===== src/rtl/multicycle_ctrl_if.sv =====
// Handshake/control bundle between the multicycle controller and its datapath.
// The controller drives through the master modport; the datapath/memory side uses slave.
interface multicycle_ctrl_if;
  logic [5:0] OpCode;
  logic       mem_ready;
  logic       mem_req;
  logic       IorD;
  logic       IR_WE;
  logic       PC_WE;
  logic       Branch;
  logic [1:0] PC_Src;
  logic       ALU_SrcA;
  logic [1:0] ALU_SrcB;
  logic [2:0] Operation;
  logic       WE_DM;
  logic       RF_WE;
  logic [1:0] RF_WA_Sel;
  logic [1:0] WD_Sel;
  logic       instr_done;
  logic       fault;
  logic [3:0] state;

  modport master (
    input  OpCode, mem_ready,
    output mem_req, IorD, IR_WE, PC_WE, Branch, PC_Src, ALU_SrcA, ALU_SrcB,
           Operation, WE_DM, RF_WE, RF_WA_Sel, WD_Sel, instr_done, fault, state
  );

  modport slave (
    output OpCode, mem_ready,
    input  mem_req, IorD, IR_WE, PC_WE, Branch, PC_Src, ALU_SrcA, ALU_SrcB,
           Operation, WE_DM, RF_WE, RF_WA_Sel, WD_Sel, instr_done, fault, state
  );
endinterface


===== src/rtl/multicycle_ctrl.sv =====
// Multicycle MIPS-subset control unit: Moore FSM sequencing fetch/decode/execute/
// write-back with a bounded memory handshake and a sticky fault state.
//
// state   | meaning
// FETCH   | read instruction at PC, IR and PC+4 written on mem_ready
// DECODE  | branch target precompute, dispatch on OpCode
// MEMADR  | effective address rs + imm
// MEMRD   | data memory read, wait for mem_ready
// MEMWB   | load data into rt
// MEMWR   | data memory write, wait for mem_ready
// RTEXE   | R-type ALU op on rs, rt
// ALUWB   | R-type result into rd
// BEQ     | compare rs/rt, conditional PC write
// ADDIEXE | rs + imm
// ADDIWB  | addi result into rt
// JUMP    | PC <- jump target
// JAL     | PC <- jump target, r31 <- PC
// FAULT   | illegal opcode or memory timeout, left only by reset
module multicycle_ctrl #(
  parameter int unsigned MEM_TIMEOUT = 15
) (
  input  logic              clk,
  input  logic              rst_n,
  multicycle_ctrl_if.master bus
);

  localparam logic [3:0] S_FETCH   = 4'd0;
  localparam logic [3:0] S_DECODE  = 4'd1;
  localparam logic [3:0] S_MEMADR  = 4'd2;
  localparam logic [3:0] S_MEMRD   = 4'd3;
  localparam logic [3:0] S_MEMWB   = 4'd4;
  localparam logic [3:0] S_MEMWR   = 4'd5;
  localparam logic [3:0] S_RTEXE   = 4'd6;
  localparam logic [3:0] S_ALUWB   = 4'd7;
  localparam logic [3:0] S_BEQ     = 4'd8;
  localparam logic [3:0] S_ADDIEXE = 4'd9;
  localparam logic [3:0] S_ADDIWB  = 4'd10;
  localparam logic [3:0] S_JUMP    = 4'd11;
  localparam logic [3:0] S_JAL     = 4'd12;
  localparam logic [3:0] S_FAULT   = 4'd15;

  localparam logic [5:0] OP_RTYPE = 6'b000000;
  localparam logic [5:0] OP_J     = 6'b000010;
  localparam logic [5:0] OP_JAL   = 6'b000011;
  localparam logic [5:0] OP_BEQ   = 6'b000100;
  localparam logic [5:0] OP_ADDI  = 6'b001000;
  localparam logic [5:0] OP_LW    = 6'b100011;
  localparam logic [5:0] OP_SW    = 6'b101011;

  localparam logic [7:0] TIMEOUT_CNT = 8'(MEM_TIMEOUT);
  localparam bit         TIMEOUT_EN  = (MEM_TIMEOUT != 0);

  logic [3:0] state_q, state_d;
  logic [7:0] wait_cnt_q, wait_cnt_d;

  logic       mem_state;
  logic       timeout;

  logic       mem_req_c;
  logic       iord_c;
  logic       ir_we_c;
  logic       pc_we_c;
  logic       branch_c;
  logic [1:0] pc_src_c;
  logic       alu_src_a_c;
  logic [1:0] alu_src_b_c;
  logic [2:0] operation_c;
  logic       we_dm_c;
  logic       rf_we_c;
  logic [1:0] rf_wa_sel_c;
  logic [1:0] wd_sel_c;
  logic       instr_done_c;

  assign mem_state = (state_q == S_FETCH) || (state_q == S_MEMRD) || (state_q == S_MEMWR);
  assign timeout   = TIMEOUT_EN && mem_state && !bus.mem_ready && (wait_cnt_q == TIMEOUT_CNT);

  always_comb begin
    state_d      = state_q;
    mem_req_c    = 1'b0;
    iord_c       = 1'b0;
    ir_we_c      = 1'b0;
    pc_we_c      = 1'b0;
    branch_c     = 1'b0;
    pc_src_c     = 2'b00;
    alu_src_a_c  = 1'b0;
    alu_src_b_c  = 2'b00;
    operation_c  = 3'b000;
    we_dm_c      = 1'b0;
    rf_we_c      = 1'b0;
    rf_wa_sel_c  = 2'b00;
    wd_sel_c     = 2'b00;
    instr_done_c = 1'b0;

    case (state_q)
      S_FETCH: begin
        alu_src_b_c = 2'b01;
        if (timeout) begin
          state_d = S_FAULT;
        end else begin
          mem_req_c = 1'b1;
          if (bus.mem_ready) begin
            ir_we_c = 1'b1;
            pc_we_c = 1'b1;
            state_d = S_DECODE;
          end
        end
      end
      S_DECODE: begin
        alu_src_b_c = 2'b11;
        case (bus.OpCode)
          OP_RTYPE:     state_d = S_RTEXE;
          OP_BEQ:       state_d = S_BEQ;
          OP_ADDI:      state_d = S_ADDIEXE;
          OP_LW, OP_SW: state_d = S_MEMADR;
          OP_J:         state_d = S_JUMP;
          OP_JAL:       state_d = S_JAL;
          default:      state_d = S_FAULT;
        endcase
      end
      S_MEMADR: begin
        alu_src_a_c = 1'b1;
        alu_src_b_c = 2'b10;
        // OpCode is only re-checked here; anything that stopped being a load/store faults
        if (bus.OpCode == OP_LW)      state_d = S_MEMRD;
        else if (bus.OpCode == OP_SW) state_d = S_MEMWR;
        else                          state_d = S_FAULT;
      end
      S_MEMRD: begin
        iord_c = 1'b1;
        if (timeout) begin
          state_d = S_FAULT;
        end else begin
          mem_req_c = 1'b1;
          if (bus.mem_ready) state_d = S_MEMWB;
        end
      end
      S_MEMWB: begin
        rf_we_c      = 1'b1;
        wd_sel_c     = 2'b01;
        instr_done_c = 1'b1;
        state_d      = S_FETCH;
      end
      S_MEMWR: begin
        iord_c = 1'b1;
        if (timeout) begin
          state_d = S_FAULT;
        end else begin
          mem_req_c = 1'b1;
          we_dm_c   = 1'b1;
          if (bus.mem_ready) begin
            instr_done_c = 1'b1;
            state_d      = S_FETCH;
          end
        end
      end
      S_RTEXE: begin
        alu_src_a_c = 1'b1;
        operation_c = 3'b010;
        state_d     = S_ALUWB;
      end
      S_ALUWB: begin
        rf_we_c      = 1'b1;
        rf_wa_sel_c  = 2'b01;
        instr_done_c = 1'b1;
        state_d      = S_FETCH;
      end
      S_BEQ: begin
        alu_src_a_c  = 1'b1;
        operation_c  = 3'b001;
        branch_c     = 1'b1;
        pc_src_c     = 2'b01;
        instr_done_c = 1'b1;
        state_d      = S_FETCH;
      end
      S_ADDIEXE: begin
        alu_src_a_c = 1'b1;
        alu_src_b_c = 2'b10;
        state_d     = S_ADDIWB;
      end
      S_ADDIWB: begin
        rf_we_c      = 1'b1;
        instr_done_c = 1'b1;
        state_d      = S_FETCH;
      end
      S_JUMP: begin
        pc_we_c      = 1'b1;
        pc_src_c     = 2'b10;
        instr_done_c = 1'b1;
        state_d      = S_FETCH;
      end
      S_JAL: begin
        pc_we_c      = 1'b1;
        pc_src_c     = 2'b10;
        rf_we_c      = 1'b1;
        rf_wa_sel_c  = 2'b10;
        wd_sel_c     = 2'b10;
        instr_done_c = 1'b1;
        state_d      = S_FETCH;
      end
      S_FAULT: state_d = S_FAULT;
      default: state_d = S_FAULT;
    endcase
  end

  // Wait count restarts whenever the state changes, so each handshake starts from zero
  always_comb begin
    wait_cnt_d = wait_cnt_q;
    if (state_d != state_q) begin
      wait_cnt_d = 8'd0;
    end else if (mem_req_c && !bus.mem_ready && (wait_cnt_q != 8'hFF)) begin
      wait_cnt_d = wait_cnt_q + 8'd1;
    end
  end

  always_ff @(posedge clk) begin
    if (!rst_n) begin
      state_q    <= S_FETCH;
      wait_cnt_q <= 8'd0;
    end else begin
      state_q    <= state_d;
      wait_cnt_q <= wait_cnt_d;
    end
  end

  assign bus.mem_req    = mem_req_c & rst_n;
  assign bus.IR_WE      = ir_we_c & rst_n;
  assign bus.PC_WE      = pc_we_c & rst_n;
  assign bus.Branch     = branch_c & rst_n;
  assign bus.WE_DM      = we_dm_c & rst_n;
  assign bus.RF_WE      = rf_we_c & rst_n;
  assign bus.instr_done = instr_done_c & rst_n;
  assign bus.IorD       = iord_c;
  assign bus.PC_Src     = pc_src_c;
  assign bus.ALU_SrcA   = alu_src_a_c;
  assign bus.ALU_SrcB   = alu_src_b_c;
  assign bus.Operation  = operation_c;
  assign bus.RF_WA_Sel  = rf_wa_sel_c;
  assign bus.WD_Sel     = wd_sel_c;
  assign bus.fault      = (state_q == S_FAULT);
  assign bus.state      = state_q;

endmodule


===== src/flat_wrapper.sv =====
// flat-port wrapper written by rule: the top's interface ports become plain ports
module multicycle_ctrl_flat 
#(
  parameter int unsigned MEM_TIMEOUT = 15
)
  (clk, rst_n, bus_OpCode, bus_mem_ready, bus_mem_req, bus_IorD, bus_IR_WE, bus_PC_WE, bus_Branch, bus_PC_Src, bus_ALU_SrcA, bus_ALU_SrcB, bus_Operation, bus_WE_DM, bus_RF_WE, bus_RF_WA_Sel, bus_WD_Sel, bus_instr_done, bus_fault, bus_state);
  multicycle_ctrl_if bus_i ();
  input  logic clk;
  input  logic rst_n;
  input wire logic [$bits(bus_i.OpCode)-1:0] bus_OpCode;
  input wire logic [$bits(bus_i.mem_ready)-1:0] bus_mem_ready;
  output wire logic [$bits(bus_i.mem_req)-1:0] bus_mem_req;
  output wire logic [$bits(bus_i.IorD)-1:0] bus_IorD;
  output wire logic [$bits(bus_i.IR_WE)-1:0] bus_IR_WE;
  output wire logic [$bits(bus_i.PC_WE)-1:0] bus_PC_WE;
  output wire logic [$bits(bus_i.Branch)-1:0] bus_Branch;
  output wire logic [$bits(bus_i.PC_Src)-1:0] bus_PC_Src;
  output wire logic [$bits(bus_i.ALU_SrcA)-1:0] bus_ALU_SrcA;
  output wire logic [$bits(bus_i.ALU_SrcB)-1:0] bus_ALU_SrcB;
  output wire logic [$bits(bus_i.Operation)-1:0] bus_Operation;
  output wire logic [$bits(bus_i.WE_DM)-1:0] bus_WE_DM;
  output wire logic [$bits(bus_i.RF_WE)-1:0] bus_RF_WE;
  output wire logic [$bits(bus_i.RF_WA_Sel)-1:0] bus_RF_WA_Sel;
  output wire logic [$bits(bus_i.WD_Sel)-1:0] bus_WD_Sel;
  output wire logic [$bits(bus_i.instr_done)-1:0] bus_instr_done;
  output wire logic [$bits(bus_i.fault)-1:0] bus_fault;
  output wire logic [$bits(bus_i.state)-1:0] bus_state;
  assign bus_i.OpCode = bus_OpCode;
  assign bus_i.mem_ready = bus_mem_ready;
  assign bus_mem_req = bus_i.mem_req;
  assign bus_IorD = bus_i.IorD;
  assign bus_IR_WE = bus_i.IR_WE;
  assign bus_PC_WE = bus_i.PC_WE;
  assign bus_Branch = bus_i.Branch;
  assign bus_PC_Src = bus_i.PC_Src;
  assign bus_ALU_SrcA = bus_i.ALU_SrcA;
  assign bus_ALU_SrcB = bus_i.ALU_SrcB;
  assign bus_Operation = bus_i.Operation;
  assign bus_WE_DM = bus_i.WE_DM;
  assign bus_RF_WE = bus_i.RF_WE;
  assign bus_RF_WA_Sel = bus_i.RF_WA_Sel;
  assign bus_WD_Sel = bus_i.WD_Sel;
  assign bus_instr_done = bus_i.instr_done;
  assign bus_fault = bus_i.fault;
  assign bus_state = bus_i.state;
  multicycle_ctrl #(.MEM_TIMEOUT(MEM_TIMEOUT)) u_core (.clk(clk), .rst_n(rst_n), .bus(bus_i));
endmodule

===== config.mk =====
export PLATFORM = sky130hd
export DESIGN_NAME = multicycle_ctrl_flat
export DESIGN_NICKNAME = d
export VERILOG_FILES = /design/src/rtl/multicycle_ctrl_if.sv /design/src/rtl/multicycle_ctrl.sv /design/src/flat_wrapper.sv
export SDC_FILE = /design/constraint.sdc
export NUM_CORES = 1
export LEC_CHECK = 0
export ABC_AREA = 1
export BUFFER_PORTS_ARGS = -buffer_cell sky130_fd_sc_hd__clkbuf_2
export CAP_MARGIN = 5
export CORE_MARGIN = 2
export CORE_UTILIZATION = 56
export CTS_CLUSTER_SIZE = 8
export DETAILED_ROUTE_END_ITERATION = 10
export PLACE_DENSITY = 0.84
export SLEW_MARGIN = 40
export SYNTH_ARGS = -nofsm -noshare
export SYNTH_HDL_FRONTEND = slang
export SYNTH_SLANG_ARGS = --single-unit

===== constraint.sdc =====
create_clock -name clk -period 3.9 [get_ports clk]
set_input_delay 0.195 -clock clk [delete_from_list [all_inputs] [get_ports clk]]
set_output_delay 0.195 -clock clk [all_outputs]
set_load 0.05 [all_outputs]

; After elaboration in Yosys (flattened, before gate mapping)
; Cells that the tools add are included.
[totals]
ff_bits = 12
out_inout_bits = 25
[classes]
eq_ne = 22
mux = 27
bitwise_logic = 8
reduce_logical = 18
add_sub_neg = 1
[op_table]
columns = cell, count
row1 = $mux 4, 8
row2 = $pmux 4 s8, 1
row3 = $eq 4x4->1 const B, 6
row4 = $pmux 4 s6, 1
row5 = $eq 4x3->1 const B, 4
row6 = $pmux 2 s2, 4
row7 = $eq 6x2->1 const B, 2
row8 = $eq 6x6->1 const B, 2
row9 = $mux 1, 10
row10 = $reduce_or 2->1, 5
row11 = $add 8x1->8 const B, 1
row12 = $eq 4x2->1 const B, 2
row13 = $eq 8x4->1 const B, 1
row14 = $ne 8x8->1 const B, 1
row15 = $reduce_or 4->1, 2
row16 = $and 1x1->1, 7
row17 = $eq 6x3->1 const B, 1
row18 = $eq 6x4->1 const B, 1
row19 = $logic_not 6->1, 1
row20 = $pmux 2 s3, 1
row21 = $reduce_or 6->1, 1
row22 = $eq 4x1->1 const B, 1
row23 = $logic_and 1x1->1, 4
row24 = $logic_not 4->1, 1
row25 = other kinds (6), 8

; Depth between registers and ports, before layout
[logic_depth]
word_depth = 9
mapped_depth = 14
ltp_nobuf = 14

; Worst setup path before layout
; No wires, ideal clock.
[synth_timing]
kind = register -> output
start = register u_core.state_q[2], in the netlist u_core.bus.state[2]
end = output port bus_RF_WE
setup_slack_ps = 1043
t_arrival_ps = 2662
path_stages_with_launch = 7
path_buffers = 0
path_cell_list = dfxtp_1 -> inv_2 -> nor2_4 -> inv_1 -> nor2_1 -> nor2_1 -> a21oi_1
[synth_between]
elab_chain_len = 4
elab_cells_between_ends = 7
classes_between = 4 x eq/ne / 1 x mux / 1 x bitwise / 1 x reduce/logical
[synth_rtl]
columns = element, line
row1 = start: declaration, multicycle_ctrl.sv:53  ; logic [3:0] state_q, state_d;
row2 = start signal: assignment, multicycle_ctrl.sv:220  ; state_q <= state_d;
row3 = $eq 4x3->1 or $eq 4x4->1 (tied branches), multicycle_ctrl.sv:94  ; case (state_q)
row4 = $reduce_or 4->1 (no line) *, --
row5 = $mux 1 *, multicycle_ctrl.sv:94
row6 = $and 1x1->1 *, multicycle_ctrl.sv:230  ; assign bus.RF_WE = rf_we_c & rst_n;
row7 = end: declaration, flat_wrapper.sv:22  ; output wire logic [$bits(bus_i.RF_WE)-1:0] bus_RF_WE;
; Every way passes the cells marked *; elsewhere a longest branch is shown, timed or not.

; Final worst setup path
[layout_timing]
start = register u_core.state_q[1], in the netlist u_core.bus.state[1]
end = output port bus_instr_done
[layout_between]
elab_chain_len = 8
elab_cells_between_ends = 17
classes_between = 8 x eq/ne / 2 x mux / 1 x bitwise / 6 x reduce/logical
[layout_rtl]
columns = element, line
row1 = $eq 4x2->1 or $logic_not 4->1 (tied branches), multicycle_ctrl.sv:74  ; assign mem_state = (state_q == S_FETCH) || (state_q == S_MEMRD) || (state_q == S_MEMWR);
row2 = $logic_or 1x1->1 (2 in a row), multicycle_ctrl.sv:74
row3 = $logic_and 1x1->1 (2 in a row), multicycle_ctrl.sv:75  ; assign timeout = TIMEOUT_EN && mem_state && !bus.mem_ready && (wait_cnt_q == TIMEOUT_CNT);
row4 = $mux 1, --
row5 = $pmux 1 s2 *, multicycle_ctrl.sv:94
row6 = $and 1x1->1 *, multicycle_ctrl.sv:231  ; assign bus.instr_done = instr_done_c & rst_n;
row7 = end: declaration, flat_wrapper.sv:25  ; output wire logic [$bits(bus_i.instr_done)-1:0] bus_instr_done;
; Marked as above.

==> results.py <==
metrics = {
    "run_status": {
        "status": "complete, no violations",
    },
    "worst_setup_path": {
        "end_kind": "output pin",
        "crit_path_top_delay_cell": "dfxtp_1",
        "worst-r2r-cell-count": 12,
        "crit_arrival_ns": 1.84,
        "max_stage_delay_ns": 0.55,
        "cpLargestDelayFamily": "flip-flops",
        "worstSetupStartpoint": "u_core.bus.state[1]",
        "reg2reg_to": "u_core.wait_cnt_q[4]",
        "cp_cell_sequence": "inv_2 > nand2_2 > nor2_1 > nor2_1 > o21ai_0 > o21ai_0 > inv_1 > clkbuf_2",
        "worstPathRequired_ns": 3.70,
        "crit_buf_inv": 3,
        "r2r_start": "u_core.bus.state[0]",
        "path_max_fanout": 10,
        "reg2reg_slack_ns": 1.98,
        "cp-start-kind": "register",
        "worstSetupPathType": "register to output pin",
    },
    "power": {
        "internal_power_mw": 0.449,
        "ir_worst_vdd_uv": 728,
        "sw_frac_of_total_pct": 64.9,
        "p_seq_share_pct": 15.6,
        "leakage_nw": 0.845,
        "power_frac_clock_pct": 7.9,
        "p_comb_share_pct": 76.5,
        "p_per_area_mw_per_mm2": 873,
        "switching_power_mw": 0.830,
    },
    "floorplan": {
        "start_util_pct": 57.8,
        "die_h_um": 51.3,
        "rows": 17,
        "die_x_um": 51.3,
        "ios": 34,
        "core-area_mm2": 0.00217,
        "die_area_mm2": 0.00263,
    },
    "global_routing": {
        "antenna_found_initial": 0,
        "grt_max_degree": 11,
        "grt_pass1_vias": 1227,
        "track_usage_pct": 25.5,
        "grt_pass1_wl_um": 5140,
        "grt.overflow.total": 0,
    },
    "clocking": {
        "cts_buffers": 3,
        "worstSkewPairLatency_ns": 0.28,
        "cts_resized": 0,
        "root_buffer": "clkbuf_4",
        "post_cts_buffers": 0,
        "cts_sinks": 12,
        "htreeDepth": 1,
        "path_clk_slew_ns": 0.08,
        "cts_tree": "yes",
        "hold_buffers": 0,
        "cts_buffer_depth": 2,
    },
    "finish": {
        "antenna_cells": 0,
        "layout.nets": 265,
        "drive_gt1_share_pct": 26.4,
        "fill_cells": 222,
        "area_growth_pct": 16.9,
    },
    "timing": {
        "fin_ws_ns": 1.86,
        "clock_skew_ns": 0.00268,
        "setup_viol": 0,
        "fin_tns_setup_ns": 0,
        "finalHoldViolations": 0,
        "final_max_slew_viol_count": 0,
        "holdWs_ns": 0.187,
        "timing.final.crit_share_pct": 52.2,
        "rsz0062_at_grt": "false",
        "timing.final.crit_period_ns": 2.04,
        "fmaxAchievable_mhz": 491,
    },
    "yosys": {
        "synth-main-ff-cell": "dfxtp_1",
        "ys_types": 27,
        "synth_common_cells": "nand2_1, nor2_1, inv_1",
        "yosysTopAreaCellShare_pct": 19.2,
        "async_reset_ff_share_pct": 0,
        "synth-seq-cells": 12,
        "syn_inst": 221,
        "synth_edf_count": 0,
        "syn-num-nets": 231,
        "yosysTopAreaCell": "dfxtp_1",
        "synth.avg_cell_area_um2": 5.67,
        "synth.most_common_cell": "nand2_1",
        "ys_top_cells_by_area": "dfxtp_1, nand2_1, nor2_1",
        "synth_area_mm2": 0.00125,
        "ys_seq_area_share_pct": 19.2,
        "yosysWarningCount": 0,
    },
    "hold_path": {
        "min_path_cells": 3,
        "holdPathEnd": "u_core.bus.state[0]",
        "hold_path_startpoint": "rst_n",
        "holdCritPathClass": "input port to register",
    },
    "route": {
        "ant_nets": 0,
        "viasPerCell": 5.01,
        "route.vias.total": 1412,
        "drt_iter0_drc": 42,
        "drtPass1Iterations": 4,
        "wl_um": 2900,
        "route.detailed.drc": 0,
        "wl_met3_um": 214,
        "met1_length_um": 1370,
        "highest_layer": "met4",
        "dr_wl_met2_um": 1280,
        "wl_per_cell_um": 10.3,
    },
    "job": {
        "max_cap_viol_count": 0,
    },
    "place": {
        "port_buffers": 32,
        "dp_slack_ns": 2.02,
        "place.gp.congestion": 0.888,
        "hpwl_um": 2400,
    },
}
==> sequential cells by signal (all words and copies together), names as in the netlist <==
register           cells
u_core.wait_cnt_q      8
u_core.bus.state       4
==> power groups by stage <==
stage | registers (mW) | logic (mW) | clock network [mW]
after global routing | 0.202 | 1.06 | 0.106
after floorplan | 0.248 | 0.758 | 0
after global placement | 0.201 | 0.976 | 0
final | 0.200 | 0.978 | 0.101
after detailed placement | 0.200 | 0.976 | 0
after CTS | 0.197 | 0.979 | 0.101
==> final cells by class <==
class / instances / area (um2) / area share [%]
clock buffer: 4 / 36.3 / 2.48
multi-input combinational: 169 / 855 / 58.3
timing repair buffer: 32 / 160 / 10.9
tap: 28 / 35.0 / 2.39
sequential: 12 / 240 / 16.4
inverter: 37 / 139 / 9.48
==> how the worst max path moves through the flow <==
stage,to,slack [ns],cells past startpoint
after floorplan,bus_RF_WE,1.04,6
after global placement,u_core.wait_cnt_q[5],2.07,11
after detailed placement,u_core.wait_cnt_q[4],2.02,12
after CTS,bus_instr_done,1.88,8
after global routing,bus_instr_done,1.62,8
final,bus_instr_done,1.86,8
==> cells in the final DEF (no fill, tap or decap) <==
| master | n |
|---|---|
| a21boi_1 | 1 |
| a21oi_1 | 10 |
| and2_1 | 1 |
| clkbuf_2 | 32 |
| clkbuf_4 | 3 |
| clkbuf_8 | 1 |
| conb_1 | 1 |
| dfxtp_1 | 12 |
| ha_1 | 1 |
| inv_1 | 32 |
| inv_2 | 5 |
| mux2i_1 | 1 |
| nand2_1 | 54 |
| nand2_2 | 5 |
| nand2_4 | 2 |
| nand3_1 | 20 |
| nand3_2 | 1 |
| nand3_4 | 1 |
| nand4_1 | 1 |
| nor2_1 | 36 |
| nor2_2 | 14 |
| nor2_4 | 2 |
| nor3_1 | 2 |
| nor3_4 | 1 |
| o21ai_0 | 7 |
| o22ai_1 | 1 |
| xnor2_1 | 2 |
| xor2_1 | 5 |
==> per-stage QoR <==
stage | instance area, um2 | power [mW] | instances | utilization (%)
final | 1470 | 1.28 | 282 | 67.5
after global routing | 1470 | 1.37 | 282 | 67.5
after CTS | 1470 | 1.28 | 282 | 67.5
after detailed placement | 1430 | 1.18 | 278 | 65.9
after global placement | 1430 | 1.18 | 278 | 65.9
after floorplan | 1250 | 1.01 | 221 | -
==> cell families (layout without fill, tap and decap cells) <==
family / after synthesis / in the layout / share of synthesized area [%]
DFF: 12 / 12 / 19.2
xor gates and xnor gates: 7 / 7 / 4.89
muxes: 1 / 1 / 0.798
and+or+nand+nor: 140 / 140 / 53.3
buffers and inverters: 40 / 73 / 12.7
adders and majority gates: 1 / 1 / 0.998
other: 1 / 1 / 0.299
AOI/OAI and AO/OA: 19 / 19 / 7.88
==> per-layer routing <==
layer,vias to the layer above,GRT usage [%]
met5,-,0
met3,6,2.63
met4,0,8.77
li1,746,-
met2,52,40.7
met1,608,35.8
==> worst reg2reg max path: stages (launching register included) <==
cell     delay (ns)
dfxtp_1        0.52
inv_2          0.12
nand2_1        0.13
inv_1          0.09
nand2_1        0.08
nand2_1        0.05
a21oi_1        0.24
nand3_1        0.14
nand2_1        0.07
nand2_1        0.08
nor2_4         0.13
nand2_4        0.10
nor2_2         0.11
(Power assumes the default switching activity.)
